<file path="src/rtl/mpu_link_pkg.sv">
// Shared widths, FSM state type and helpers for the MPU host link.
package mpu_link_pkg;

  localparam int INSTR_W   = 32;
  localparam int DATA_W    = 16;
  localparam int RSP_CNT_W = 5;
  localparam int OPC_HI    = 31;
  localparam int OPC_LO    = 28;

  typedef enum logic [1:0] {
    IDLE,
    ISSUE,
    HOLD,
    WAIT
  } state_t;

  // Clamp a requested response count to the largest legal value.
  function automatic logic [RSP_CNT_W-1:0] sat_rsp(input logic [RSP_CNT_W-1:0] req,
                                                   input int max_rsp);
    return (int'(req) > max_rsp) ? RSP_CNT_W'(max_rsp) : req;
  endfunction

endpackage

</file>
<file path="src/rtl/mpu_host_link_if.sv">
// Host command/response port and MPU issue/return pair of the host link.
interface mpu_host_link_if
  import mpu_link_pkg::*;
#(
  parameter int RSP_FIFO_DEPTH = 16
) ();

  localparam int CNT_W = $clog2(RSP_FIFO_DEPTH + 1);

  logic                 cmd_valid;
  logic                 cmd_ready;
  logic [INSTR_W-1:0]   cmd_instr;
  logic [RSP_CNT_W-1:0] cmd_rsp_words;
  logic [INSTR_W-1:0]   instruction_out;
  logic                 receive_out;
  logic [DATA_W-1:0]    mpu_data_in;
  logic                 mpu_send;
  logic                 rsp_valid;
  logic                 rsp_ready;
  logic [DATA_W-1:0]    rsp_data;
  logic [CNT_W-1:0]     rsp_count;

  modport slave (
    input  cmd_valid, cmd_instr, cmd_rsp_words, mpu_data_in, mpu_send, rsp_ready,
    output cmd_ready, instruction_out, receive_out, rsp_valid, rsp_data, rsp_count
  );

  modport master (
    output cmd_valid, cmd_instr, cmd_rsp_words, mpu_data_in, mpu_send, rsp_ready,
    input  cmd_ready, instruction_out, receive_out, rsp_valid, rsp_data, rsp_count
  );

endinterface

</file>
<file path="src/rtl/mpu_rsp_fifo.sv">
// First-word-fall-through response FIFO; DEPTH must be a power of two.
module mpu_rsp_fifo #(
  parameter int DEPTH = 16,
  parameter int WIDTH = 16
) (
  input  logic                       clock,
  input  logic                       reset_n,
  input  logic                       push,
  input  logic [WIDTH-1:0]           wr_data,
  input  logic                       pop,
  output logic [WIDTH-1:0]           rd_data,
  output logic                       full,
  output logic                       empty,
  output logic [$clog2(DEPTH+1)-1:0] count
);

  localparam int AW = $clog2(DEPTH);
  localparam int CW = $clog2(DEPTH + 1);

  logic [WIDTH-1:0] mem [DEPTH];
  logic [AW-1:0]    wr_ptr;
  logic [AW-1:0]    rd_ptr;
  logic             do_push;
  logic             do_pop;

  // A full FIFO still takes a word when the head leaves in the same cycle.
  assign do_pop  = pop && !empty;
  assign do_push = push && (!full || do_pop);

  assign full    = (count == CW'(DEPTH));
  assign empty   = (count == '0);
  assign rd_data = mem[rd_ptr];

  // NOTE: registers use non-blocking assignments so every flop samples pre-edge values.
  always_ff @(posedge clock or negedge reset_n) begin
    if (!reset_n) begin
      wr_ptr <= '0;
      rd_ptr <= '0;
      count  <= '0;
    end else begin
      if (do_push) wr_ptr <= wr_ptr + AW'(1);
      if (do_pop)  rd_ptr <= rd_ptr + AW'(1);
      case ({do_push, do_pop})
        2'b10:   count <= count + CW'(1);
        2'b01:   count <= count - CW'(1);
        default: count <= count;
      endcase
    end
  end

  // NOTE: storage is not reset; the pointers and count alone define what is valid.
  always_ff @(posedge clock) begin
    if (do_push) mem[wr_ptr] <= wr_data;
  end

endmodule

</file>
<file path="src/rtl/mpu_host_link.sv">
// Host-side issuer for the MPU: pulses one instruction into the MPU and
// collects the expected result words into a response FIFO.
module mpu_host_link
  import mpu_link_pkg::*;
#(
  parameter int RSP_FIFO_DEPTH = 16,
  parameter int TIMEOUT_CYCLES = 1024,
  parameter int MAX_RSP        = 25
) (
  input  logic            clock,
  input  logic            reset_n,
  mpu_host_link_if.slave  bus,
  output logic            busy,
  output logic            err_timeout,
  output logic            err_overflow,
  output logic            err_spurious
);

  localparam int TMO_W = $clog2(TIMEOUT_CYCLES + 1);

  state_t               state;
  logic [RSP_CNT_W-1:0] remaining;
  logic [TMO_W-1:0]     tmo_cnt;
  logic                 fifo_push;
  logic                 fifo_pop;
  logic                 fifo_full;
  logic                 fifo_empty;

  assign fifo_push     = (state == WAIT) && bus.mpu_send;
  assign fifo_pop      = bus.rsp_valid && bus.rsp_ready;
  assign bus.rsp_valid = !fifo_empty;

  mpu_rsp_fifo #(
    .DEPTH (RSP_FIFO_DEPTH),
    .WIDTH (DATA_W)
  ) u_rsp_fifo (
    .clock   (clock),
    .reset_n (reset_n),
    .push    (fifo_push),
    .wr_data (bus.mpu_data_in),
    .pop     (fifo_pop),
    .rd_data (bus.rsp_data),
    .full    (fifo_full),
    .empty   (fifo_empty),
    .count   (bus.rsp_count)
  );

  always_ff @(posedge clock or negedge reset_n) begin
    if (!reset_n) begin
      state               <= IDLE;
      remaining           <= '0;
      tmo_cnt             <= '0;
      bus.cmd_ready       <= 1'b0;
      bus.instruction_out <= '0;
      bus.receive_out     <= 1'b0;
      busy                <= 1'b0;
      err_timeout         <= 1'b0;
      err_overflow        <= 1'b0;
      err_spurious        <= 1'b0;
    end else begin
      case (state)
        IDLE: begin
          if (bus.cmd_valid && bus.cmd_ready) begin
            bus.instruction_out <= bus.cmd_instr;
            remaining           <= sat_rsp(bus.cmd_rsp_words, MAX_RSP);
            err_timeout         <= 1'b0;
            err_overflow        <= 1'b0;
            err_spurious        <= 1'b0;
            bus.receive_out     <= 1'b1;
            bus.cmd_ready       <= 1'b0;
            busy                <= 1'b1;
            state               <= ISSUE;
          end else begin
            bus.cmd_ready <= 1'b1;
          end
        end
        ISSUE: begin
          bus.receive_out <= 1'b0;
          state           <= HOLD;
        end
        HOLD: begin
          if (remaining == '0) begin
            bus.cmd_ready <= 1'b1;
            busy          <= 1'b0;
            state         <= IDLE;
          end else begin
            tmo_cnt <= '0;
            state   <= WAIT;
          end
        end
        WAIT: begin
          if (bus.mpu_send) begin
            remaining <= remaining - RSP_CNT_W'(1);
            tmo_cnt   <= '0;
            if (fifo_full && !fifo_pop) err_overflow <= 1'b1;
            if (remaining == RSP_CNT_W'(1)) begin
              bus.cmd_ready <= 1'b1;
              busy          <= 1'b0;
              state         <= IDLE;
            end
          end else if (tmo_cnt == TMO_W'(TIMEOUT_CYCLES - 1)) begin
            // Outstanding words are abandoned; late arrivals count as spurious.
            err_timeout   <= 1'b1;
            bus.cmd_ready <= 1'b1;
            busy          <= 1'b0;
            state         <= IDLE;
          end else begin
            tmo_cnt <= tmo_cnt + TMO_W'(1);
          end
        end
        default: state <= IDLE;
      endcase

      // Placed after the case so a stray word wins over the accept-time clear.
      if (bus.mpu_send && (state != WAIT)) err_spurious <= 1'b1;
    end
  end

endmodule

</file>
<file path="src/flat_wrapper.sv">
// flat-port wrapper written by rule: the top's interface ports become plain ports
module mpu_host_link_flat import mpu_link_pkg::*;
#(
  parameter int RSP_FIFO_DEPTH = 16,
  parameter int TIMEOUT_CYCLES = 1024,
  parameter int MAX_RSP        = 25
)
  (clock, reset_n, busy, err_timeout, err_overflow, err_spurious, bus_cmd_valid, bus_cmd_instr, bus_cmd_rsp_words, bus_mpu_data_in, bus_mpu_send, bus_rsp_ready, bus_cmd_ready, bus_instruction_out, bus_receive_out, bus_rsp_valid, bus_rsp_data, bus_rsp_count);
  mpu_host_link_if #(.RSP_FIFO_DEPTH(RSP_FIFO_DEPTH)) bus_i ();
  input  logic clock;
  input  logic reset_n;
  output logic busy;
  output logic err_timeout;
  output logic err_overflow;
  output logic err_spurious;
  input wire logic [$bits(bus_i.cmd_valid)-1:0] bus_cmd_valid;
  input wire logic [$bits(bus_i.cmd_instr)-1:0] bus_cmd_instr;
  input wire logic [$bits(bus_i.cmd_rsp_words)-1:0] bus_cmd_rsp_words;
  input wire logic [$bits(bus_i.mpu_data_in)-1:0] bus_mpu_data_in;
  input wire logic [$bits(bus_i.mpu_send)-1:0] bus_mpu_send;
  input wire logic [$bits(bus_i.rsp_ready)-1:0] bus_rsp_ready;
  output wire logic [$bits(bus_i.cmd_ready)-1:0] bus_cmd_ready;
  output wire logic [$bits(bus_i.instruction_out)-1:0] bus_instruction_out;
  output wire logic [$bits(bus_i.receive_out)-1:0] bus_receive_out;
  output wire logic [$bits(bus_i.rsp_valid)-1:0] bus_rsp_valid;
  output wire logic [$bits(bus_i.rsp_data)-1:0] bus_rsp_data;
  output wire logic [$bits(bus_i.rsp_count)-1:0] bus_rsp_count;
  assign bus_i.cmd_valid = bus_cmd_valid;
  assign bus_i.cmd_instr = bus_cmd_instr;
  assign bus_i.cmd_rsp_words = bus_cmd_rsp_words;
  assign bus_i.mpu_data_in = bus_mpu_data_in;
  assign bus_i.mpu_send = bus_mpu_send;
  assign bus_i.rsp_ready = bus_rsp_ready;
  assign bus_cmd_ready = bus_i.cmd_ready;
  assign bus_instruction_out = bus_i.instruction_out;
  assign bus_receive_out = bus_i.receive_out;
  assign bus_rsp_valid = bus_i.rsp_valid;
  assign bus_rsp_data = bus_i.rsp_data;
  assign bus_rsp_count = bus_i.rsp_count;
  mpu_host_link #(.RSP_FIFO_DEPTH(RSP_FIFO_DEPTH), .TIMEOUT_CYCLES(TIMEOUT_CYCLES), .MAX_RSP(MAX_RSP)) u_core (.clock(clock), .reset_n(reset_n), .bus(bus_i), .busy(busy), .err_timeout(err_timeout), .err_overflow(err_overflow), .err_spurious(err_spurious));
endmodule
</file>
<file path="config.mk">
export PLATFORM = sky130hd
export DESIGN_NAME = mpu_host_link_flat
export DESIGN_NICKNAME = d
export VERILOG_FILES = /design/src/rtl/mpu_link_pkg.sv /design/src/rtl/mpu_host_link_if.sv /design/src/rtl/mpu_rsp_fifo.sv /design/src/rtl/mpu_host_link.sv /design/src/flat_wrapper.sv
export SDC_FILE = /design/constraint.sdc
export NUM_CORES = 1
export LEC_CHECK = 0
export CAP_MARGIN = 20
export CORE_MARGIN = 5
export CORE_UTILIZATION = 52
export DETAILED_ROUTE_END_ITERATION = 8
export GPL_ROUTABILITY_DRIVEN = 0
export PLACE_DENSITY_LB_ADDON = 0.1
export SLEW_MARGIN = 0
export SYNTH_ARGS = -nofsm -noshare
export SYNTH_HDL_FRONTEND = slang
export SYNTH_SLANG_ARGS = --single-unit
</file>
<file path="constraint.sdc">
create_clock -name clock -period 2.4 [get_ports clock]
set_input_delay 0.48 -clock clock [delete_from_list [all_inputs] [get_ports clock]]
set_output_delay 0.48 -clock clock [all_outputs]
set_load 0.02 [all_outputs]
</file>
== Word-level counts from Yosys, hierarchy flattened ==
Memories as Yosys holds them, arrays and structs flattened.
Index checks and enable logic that the tools add are counted.

* Add/sub/neg operators: 6
* Order comparisons: 1
* Eq/ne operators: 19
* Mux-type cells: 38
* Reduce and logical (&&, ||, !) cells: 31

{| class="wikitable"
|+ Operators with widths
! cell !! count
|-
| two-way mux 11 bit || 3
|-
| one-hot mux 11 bit (2 select lines) || 1
|-
| one-hot mux 5 bit (2 select lines) || 2
|-
| two-way mux 1 bit || 18
|-
| two-way mux 5 bit || 3
|-
| inequality test 2 bit, second input constant || 6
|-
| AND reduction 4 bit || 3
|-
| nonzero test 2 bit || 6
|-
| adder 11 x 1 -> 11 bit, second input constant || 1
|-
| equality test 11 x 10 -> 1 bit, second input constant || 1
|-
| logical NOT 5 bit || 2
|-
| two-way mux 2 bit || 5
|-
| subtractor 5 x 1 -> 5 bit, second input constant || 2
|-
| inequality test 3 bit, second input constant || 3
|-
| AND reduction 3 bit || 3
|-
| adder 4 x 1 -> 4 bit, second input constant || 2
|-
| one-hot mux 2 bit (4 select lines) || 1
|-
| logical AND 1 bit || 7
|-
| equality test 2 bit, second input constant || 3
|-
| one-hot mux 1 bit (2 select lines) || 3
|-
| one-hot mux 1 bit (3 select lines) || 2
|-
| AND reduction 2 bit || 3
|-
| adder 5 x 1 -> 5 bit, second input constant || 1
|-
| equality test 5 x 1 -> 1 bit, second input constant || 1
|-
| other kinds (9) || 13
|}

* Flip-flop bits (word level): 69
* RAM bits: 256
* Input port bits: 58
* Output and inout bits: 60
* Logic and storage cells: 109
* Memories: 1

{| class="wikitable"
|+ Memory list
! name !! words !! bits a word !! rd ports !! clocked after memory_dff !! write ports !! RTL line !! source
|-
| u_core.u_rsp_fifo.mem || 16 || 16 || 1 || 0 || 1 || mpu_rsp_fifo.sv:20 || <nowiki>logic [WIDTH-1:0] mem [DEPTH];</nowiki>
|}

== Longest topological paths before layout ==
Gate-level depths: netlist of the first run.

* Depth in word-level cells: 8
* Mapped depth: 8
* Mapped depth without buffers: 7

== Cells and area by module ==
A second synthesis of the first run with hierarchy kept.

* Cells, all modules: 775
* Area, all modules: 13062.5 µm²

{| class="wikitable"
|+ By module, submodules not included
! module !! instances !! cells an instance !! area each (µm²) !! sequential area each (µm²)
|-
| mpu_rsp_fifo || 1 || 496 || 10507.6 || 8012.7
|-
| mpu_host_link || 1 || 279 || 2555.0 || 1401.3
|}

== Worst setup path before layout of the first run ==
OpenSTA, ideal clock, no wires.

* Path type: register to register
* Start point: register u_core.u_rsp_fifo.count[1]
* End point: register u_core.u_rsp_fifo.count[4]
* Setup time: 0.080 ns
* Arrival time: 2.631 ns
* Data required time: 2.320 ns
* Setup slack: -0.311 ns
* Stages on the path, launching flop included: 9
* Path buffers: 1
* Period minus slack after synthesis: 2.711 ns
* Cell sequence: dfrtp_1 -> buf_6 -> or4_4 -> o211ai_1 -> xnor2_1 -> ha_1 -> or4_2 -> o22ai_1 -> xor2_1

* Word-level cells in the longest chain between the ends: 8
* Elaborated cells on any way between the ends: 14
* Classes of those cells: add/sub (2); eq/ne (3); mux (1); reduce/logical (8)

{| class="wikitable"
|+ Ends and longest elaborated chain
! element !! RTL line !! source
|-
| start, declared || mpu_rsp_fifo.sv:14 || <nowiki>output logic [$clog2(DEPTH+1)-1:0] count</nowiki>
|-
| start signal, assigned || mpu_rsp_fifo.sv:44 || <nowiki>2'b10: count <= count + CW'(1);</nowiki>
|-
| start signal, assigned || mpu_rsp_fifo.sv:45 || <nowiki>2'b01: count <= count - CW'(1);</nowiki>
|-
| start signal, assigned || mpu_rsp_fifo.sv:46 || <nowiki>default: count <= count;</nowiki>
|-
| logical NOT 5 bit || mpu_rsp_fifo.sv:31 || <nowiki>assign empty = (count == '0);</nowiki>
|-
| logical NOT 1 bit || mpu_rsp_fifo.sv:27, mpu_host_link.sv:31 ||
|-
| logical AND 1 bit || mpu_host_link.sv:30 || <nowiki>assign fifo_pop = bus.rsp_valid && bus.rsp_ready;</nowiki>
|-
| logical AND 1 bit || mpu_rsp_fifo.sv:27 || <nowiki>assign do_pop = pop && !empty;</nowiki>
|-
| logical OR 1 bit || mpu_rsp_fifo.sv:28 || <nowiki>assign do_push = push && (!full || do_pop);</nowiki>
|-
| logical AND 1 bit || mpu_rsp_fifo.sv:28 ||
|-
| equality test 2 x 1 -> 1 bit or equality test 2 bit (tied branches) || mpu_rsp_fifo.sv:43 || <nowiki>case ({do_push, do_pop})</nowiki>
|-
| one-hot mux 5 bit (2 select lines) or nonzero test 2 bit (tied branches) || - ||
|}

Several ways; a longest one is shown, not always the timed one.
A chain may end at the register's enable or synchronous reset.

== Final worst setup path of the first run ==
* Start point: register u_core.u_rsp_fifo.rd_ptr[0]
* End point: output bus_rsp_data[2]

* Word-level cells in the longest chain between the ends: 1

{| class="wikitable"
|+ Ends and longest elaborated chain
! element !! RTL line !! source
|-
| start, declared || mpu_rsp_fifo.sv:22 || <nowiki>logic [AW-1:0] rd_ptr;</nowiki>
|-
| start signal, assigned || mpu_rsp_fifo.sv:42 || <nowiki>if (do_pop) rd_ptr <= rd_ptr + AW'(1);</nowiki>
|-
| memory (16 x 16 bit) || - ||
|-
| end, declared || flat_wrapper.sv:26 || <nowiki>output wire logic [$bits(bus_i.rsp_data)-1:0] bus_rsp_data;</nowiki>
|}

No other way between the ends.

==> results of run 1 <==
cells in the mapped netlist (all sizes together) (3+ instances only):
master  number
nor2        17
or4          8
and3         4
dfrtp       69
buf         15
nor3         3
nand2      107
a21oi       16
nand3        7
o31ai        7
xor2         3
or3          5
o21ai       16
mux2         3
clkbuf      17
and2        12
edfxtp     256
nand4        6
ha          10
inv         13
xnor2        7
mux4        80
nor2b        4
worst paths after layout:
kind                                           startpoint                        endpoint  cells past startpoint
max in group asynchronous                         reset_n      u_core.u_rsp_fifo.count[1]                      3
min in group asynchronous                         reset_n                     u_core.busy                      2
max                           u_core.u_rsp_fifo.rd_ptr[0]                 bus_rsp_data[2]                      6
min                        u_core.bus.instruction_out[16]  u_core.bus.instruction_out[16]                      2
max reg2reg                    u_core.u_rsp_fifo.count[3]      u_core.u_rsp_fifo.count[4]                      7
min reg2reg                u_core.bus.instruction_out[16]  u_core.bus.instruction_out[16]                      2
timing repair:
item / 4_1_cts / 5_1_grt
endpoints found under the setup margin: 18 / 18
setup buffers: 8 / 2
cloned: 5 / 0
pin swaps: 1 / 3
hold buffers: 1 / 0
resized for setup: 103 / 5
endpoints found under the hold margin: 23 / 0
power by group:
group / total, mW / switching [mW] / internal [mW]
combinational: 7.28 / 3.45 / 3.82
sequential: 7.16 / 0.413 / 6.75
clock: 5.07 / 2.04 / 3.03
total: 19.5 / 5.91 / 13.6
per-layer routing:
layer	routed length [um]	share of wire, %
met5	0	0
met3	1830	6.5
met2	14400	51
met1	11700	41
met4	354	1.3
final cells by class:
cell class,instances,area share [%]
Sequential cell,325,57.5
Multi-Input combinational cell,345,20.3
Timing Repair Buffer,184,12.8
Clock buffer,45,5.82
Tap cell,324,2.47
Clock inverter,16,0.839
Inverter,13,0.298
stage by stage:
stage / power (mW) / area [um^2] / instances / worst slack (ps)
2_1_floorplan: 11.3 / 12900 / 715 / -166
3_3_place_gp: 13.9 / 15000 / 1178 / -404
3_5_place_dp: 14.1 / 15000 / 1178 / -412
4_1_cts: 19.8 / 16400 / 1252 / -617
5_1_grt: 20.5 / 16400 / 1252 / -651
6_report: 19.5 / 16400 / 1252 / -583
sequential cells by signal, summed over array words and instances (netlist names), 2 cells and up:
register,flops
u_core.u_rsp_fifo.count,5
u_core.remaining,5
u_core.bus.instruction_out,32
u_core.state,2
u_core.u_rsp_fifo.rd_ptr,4
u_core.tmo_cnt,11
u_core.u_rsp_fifo.mem,256
u_core.u_rsp_fifo.wr_ptr,4
cells by family (layout without fill, tap and decap cells):
group / Yosys count / after routing
xor+xnor: 10 / 10
simple gates: 183 / 183
mux: 83 / 83
buf+inv: 45 / 258
fa+ha+maj: 10 / 10
flops: 325 / 325
compound gates: 59 / 59
worst register-to-register path, delay by kind of cell (launching register included):
kind / cells / cell delay [ps]
AND/OR/NAND/NOR: 2 / 970
AO/OA/AOI/OAI: 2 / 470
flip-flops: 1 / 370
XOR/XNOR: 2 / 280
adder cells (fa/ha/maj): 1 / 180
==> run summary, run 1 <==
Logic synthesis
- 6.64% — area share of and/or/nand/nor cells after synthesis
- edfxtp_1 — leading register cell type out of synthesis
- 3.02% — complex-gate fraction of the synthesized area
- 0 — number of warnings reported in the yosys synthesis log
- 256 — EDFF count, synth
- 0.679% — synthesized-area fraction occupied by xor and xnor cells
- multiplexers — largest family of logic cells by synthesized area
- 12900 um^2 — cell area after synthesis
- 0.970% — adder-cell share of the synthesized area
- 18.0 um^2 — Mapped Avg Cell Area
- 73.0% — proportion of synthesized chip area in sequential cells
- 715 — synthesized netlist cell count
- 325 — count of state elements after synthesis
- 783 — Post-Synthesis Net Count
- 53 — number of different library cells in the post-synthesis netlist
- edfxtp_1 — cell type contributing the most total cell area after synthesis
- 14.3% — mux share of post-synthesis cell area
- 59.6% — top-area cell type share of the netlist area
- 21.2% — async set-reset flop share out of synthesis
- edfxtp_1 60%, mux4_2 14%, dfrtp_1 13% — cell types with the largest area share after synthesis

Global routing
- 0 — antenna violations before repair
- 0 — GRT overflow
- 34.4% — met2 layer usage reported by global route
- 44100 um — first-pass GRT wire length
- 20.3% — All-Layer GR Usage
- 47 — pin count of the biggest net entering global routing
- 7619 — vias in the first global route
- 4.79% — global-route track usage on met3
- met2 — layer with the highest usage
- 27.6% — met1 capacity usage during global routing

Pwr
- 5.88 nW — Leakage Power
- 0.752 mV — largest voltage drop on the vdd net
- 1190 nW/um^2 — power density cells

Layout
- 1636 — number of filler instances in the final layout
- 24.6% — fraction of final layout cells with drive strength greater than 1
- 67.2% — final standard cell utilization of the core
- edfxtp_1 — leading cell type in the layout, fill and taps excluded
- 27.1% — Syn-to-layout area delta
- 0 — ANT cells
- 3330 um^2 — Multi-input gate area
- 972 — Final #Nets
- 256 x edfxtp_1, 107 x nand2_1, 99 x clkdlybuf4s50_1 — commonest cells after routing, fill and taps aside
- 9420 um^2 — Storage cell area

Setup path
- output pin — kind of end point of the critical path
- 6 — highest fanout seen on the critical path
- 530 ps — largest incremental delay on the critical path
- 2500 ps — Data arrival, critical path
- 4 — WP buf/inv
- flop — Critical Path Start Type
- 40 ps — register-to-register setup slack
- reg -> out — kind of critical path
- mux4_2 — Critical-path top delay cell
- multiplexers — kind of cell adding the most delay to the critical path
- 1920 ps — data required time of the critical path
- buf_6, buf_12, buf_16, mux4_2, mux4_2, buf_6 — worst-path cell chain

Clocking
- 3 — deepest clock path buffer count
- 60 ps — clock transition at the register clock pins on the worst setup and hold paths after CTS
- clkbuf_16 — cell at the root of the clock tree
- yes — CTS tree
- 35 — number of buffers created by CTS
- 2 — number of levels the H-tree was split into
- 325 — clock sinks
- 510 ps — clk_lat worst skew

STA
- -8190 ps — total negative slack
- 16.4 ps — Max Clock Skew
- 335 MHz — Max Clock Freq
- 124% — ratio of final minimum period to clock period
- 2980 ps — Final min period
- yes — RSZ-0062 raised after global routing
- 564 ps — actual slew at the worst max-slew pin
- 62.4% — worst slew margin relative to its limit
- 0 — pins over their slew limit
- 476 ps — worst slack on hold paths
- -583 ps — least setup slack across all paths after layout
- 16 — # setup viols final
- 0 — final hold violations

Die
- 52.9% — starting density of the core
- 24400 um^2 — area of the core region
- 168 um — height of the chip
- 118 — ports placed on the boundary
- 57 — site row count
- 28100 um^2 — full die area
- 168 um — Die Wd

Detailed routing
- 28300 um — Final Routed Wirelength
- 22.6 um — routed len/inst
- 5 — number of iterations in the first detailed-routing pass
- 0 — count of unresolved DRC violations after routing
- 7131 — detailed-route via count
- 0 — post-route antenna net violation count
- 5.70 — vias per inst
- 481 — initial drt markers

Worst hold path
- reg -> reg — worst hold path type

Outcome
- finished with violations — run status
- negative setup slack — violations in the final reports

Placement
- 17000 um — placed wire-length estimate after detailed placement
- 117 — IO buf count

Flow run
- 0 — count of maximum capacitance violations

Note: power is estimated with default switching activity, not from simulation.
==> run 2: changes to the inputs <==
CORE_UTILIZATION = 40   (was 52)
TNS_END_PERCENT = 1   (was unset)
==> run 2 against run 1 <==
Critical path type unchanged. Highest routed layer unchanged. Non-clock buffer count increased by 12. Clock skew increased by 3.3 ps. Setup slack improved by 24 ps. The flow still finishes with violations (negative setup slack). Die area increased by 28%. Cell count increased by 7.6%.
==> run summary, run 2 (synthesis results as in run 1) <==
Setup path
- 8 — highest fanout seen on the critical path, was 6
- 1920 ps — data required time of the critical path, about the same
- u_core.u_rsp_fifo.count[3] — source of the worst register-to-register timing path, unchanged
- mux4_2 — Critical-path top delay cell, unchanged
- 7 — worst r2r path cells, unchanged
- u_core.u_rsp_fifo.count[4] — endpoint of the lowest-slack register-to-register path, unchanged
- flop — Critical Path Start Type, unchanged
- 30 ps — register-to-register setup slack, was 40 ps
- reg -> out — kind of critical path, unchanged
- 530 ps — largest incremental delay on the critical path, about the same
- 2480 ps — Data arrival, critical path, was 2500 ps
- output pin — kind of end point of the critical path, unchanged
- buf_12, buf_12, mux4_2, mux4_2, buf_6 — worst-path cell chain, was buf_6, buf_12, buf_16, mux4_2, mux4_2, buf_6

Layout
- 16600 um^2 — area of all placed cells without fillers, was 16400 um^2
- 2535 — number of filler instances in the final layout, was 1636
- u_core.u_rsp_fifo.mem x256, u_core.bus.instruction_out x32, u_core.tmo_cnt x11 — Regs by FF count, unchanged
- 3340 um^2 — Multi-input gate area, was 3330 um^2
- 28.6% — Syn-to-layout area delta, was 27.1%
- edfxtp_1 — leading cell type in the layout, fill and taps excluded, unchanged
- 26.9% — fraction of final layout cells with drive strength greater than 1, was 24.6%
- 256 x edfxtp_1, 107 x nand2_1, 99 x clkdlybuf4s50_1 — commonest cells after routing, fill and taps aside, unchanged
- 256 — flip-flop count of the largest register after layout, unchanged
- 9420 um^2 — Storage cell area, unchanged
- 0 — ANT cells, unchanged
- u_core.u_rsp_fifo.mem — largest register by flop count, unchanged
- 52.3% — final standard cell utilization of the core, was 67.2%
- 985 — Final #Nets, was 972

Die
- 118 — ports placed on the boundary, unchanged
- 35900 um^2 — full die area, was 28100 um^2
- 40.7% — starting density of the core, was 52.9%
- 190 um — Die Wd, was 168 um
- 65 — site row count, was 57
- 31700 um^2 — area of the core region, was 24400 um^2
- 190 um — height of the chip, was 168 um

Global routing
- 46100 um — first-pass GRT wire length, was 44100 um
- 7761 — vias in the first global route, was 7619
- 0 — antenna violations before repair, unchanged
- 0 — GRT overflow, unchanged
- 16.8% — All-Layer GR Usage, was 20.3%
- 33 — pin count of the biggest net entering global routing, was 47

Clocking
- 2 — number of levels the H-tree was split into, unchanged
- 325 — clock sinks, unchanged
- yes — CTS tree, unchanged
- 510 ps — clk_lat worst skew, about the same
- clkbuf_16 — cell at the root of the clock tree, unchanged
- 36 — number of buffers created by CTS, was 35
- 3 — deepest clock path buffer count, unchanged
- 60 ps — clock transition at the register clock pins on the worst setup and hold paths after CTS, about the same

STA
- 2960 ps — Final min period, was 2980 ps
- 16 — # setup viols final, unchanged
- 595 ps — actual slew at the worst max-slew pin, was 564 ps
- 0 — final hold violations, unchanged
- 60.3% — worst slew margin relative to its limit, was 62.4%
- -559 ps — least setup slack across all paths after layout, was -583 ps
- 19.7 ps — Max Clock Skew, was 16.4 ps
- 0 — pins over their slew limit, unchanged
- 123% — ratio of final minimum period to clock period, was 124%
- 338 MHz — Max Clock Freq, was 335 MHz
- 472 ps — worst slack on hold paths, was 476 ps
- yes — RSZ-0062 raised after global routing, unchanged
- -8490 ps — total negative slack, was -8190 ps

Outcome
- negative setup slack — violations in the final reports, unchanged
- finished with violations — run status, unchanged

Worst hold path
- u_core.bus.instruction_out[24] — Hold Path Origin, was u_core.bus.instruction_out[16]
- u_core.bus.instruction_out[24] — Hold Path End, was u_core.bus.instruction_out[16]
- 2 — cell count of the worst hold path, unchanged
- reg -> reg — worst hold path type, unchanged

Pwr
- 5.98 nW — Leakage Power, was 5.88 nW
- 1200 nW/um^2 — power density cells, was 1190 nW/um^2
- 19.9 mW — power consumption, was 19.5 mW
- 0.620 mV — largest voltage drop on the vdd net, was 0.752 mV

Flow run
- 0 — count of maximum capacitance violations, unchanged

Detailed routing
- 5 — number of iterations in the first detailed-routing pass, unchanged
- 0 — count of unresolved DRC violations after routing, unchanged
- 5.33 — vias per inst, was 5.70
- 7184 — detailed-route via count, was 7131
- 22.1 um — routed len/inst, was 22.6 um
- 478 — initial drt markers, was 481
- 29700 um — Final Routed Wirelength, was 28300 um
- 0 — post-route antenna net violation count, unchanged

Placement
- 117 — IO buf count, unchanged
- 18500 um — placed wire-length estimate after detailed placement, was 17000 um
- 15200 um^2 — dpl cell area, was 15000 um^2

[run 2: changes by cell type in the layout (fill, tap and decap cells not counted), sizes merged]
| cell | change |
|---|---|
| inv | -1 |
| clkinvlp | +2 |
| clkbuf | +5 |
| clkdlybuf4s15 | -1 |
| bufinv | +2 |
| buf | +9 |
| bufbuf | +1 |
[run 2: timing repair]
item | CTS | global route
gates resized for setup | 81 | 9
hold endpoints to repair | 23 | 0
pin swaps | 0 | 2
buffers inserted | 4 | 0
gates cloned | 3 | 2
hold buffers | 1 | 0
endpoints found under the setup margin | 17 | 18
[run 2: worst max-delay path by stage]
stage                                startpoint                         end  slack, ps  cells after the start
finish              u_core.u_rsp_fifo.rd_ptr[0]             bus_rsp_data[1]       -560                      5
global route        u_core.u_rsp_fifo.rd_ptr[0]            bus_rsp_data[14]       -630                      5
CTS                 u_core.u_rsp_fifo.rd_ptr[0]             bus_rsp_data[1]       -580                      5
detailed placement  u_core.u_rsp_fifo.rd_ptr[0]             bus_rsp_data[1]       -390                      4
global placement    u_core.u_rsp_fifo.rd_ptr[0]             bus_rsp_data[1]       -380                      4
floorplan            u_core.u_rsp_fifo.count[1]  u_core.u_rsp_fifo.count[4]       -170                      8
[run 2: critical path, delay by kind of cell (launching register included)]
family / cells / cell delay, ps
flops: 1 / 470
mux: 2 / 1020
buf+inv: 3 / 480
[run 2: stage by stage]
step                      std cells  setup WS (ps)
after floorplan                 715           -166
after global placement         1271           -378
after detailed placement       1271           -391
after CTS                      1345           -582
after global routing           1347           -632
final                          1347           -559
[run 2: area by class of cell]
class                           count  share of cell area (%)
Inverter                           13                   0.294
Tap cell                          402                    3.03
Clock inverter                     19                    1.29
Clock buffer                       47                    6.12
Timing Repair Buffer              196                    12.3
Sequential cell                   325                    56.8
Multi-Input combinational cell    345                    20.1
[run 2: layer usage]
| metal | track usage [%] | vias to the layer above | share of wire [%] | routed length [um] |
|---|---|---|---|---|
| met1 | 23.2 | 3681 | 43 | 12900 |
| met4 | 3.95 | 0 | 1.9 | 571 |
| li1 | - | 3225 | - | - |
| met2 | 27.5 | 228 | 49 | 14500 |
| met3 | 3.69 | 50 | 5.8 | 1710 |
| met5 | 0 | - | 0 | 0 |
[run 2: report_power, final]
part           total [mW]  internal, mW  switching, mW
registers            7.17          6.75          0.420
logic                7.14          3.68           3.46
clock network        5.58          3.43           2.15
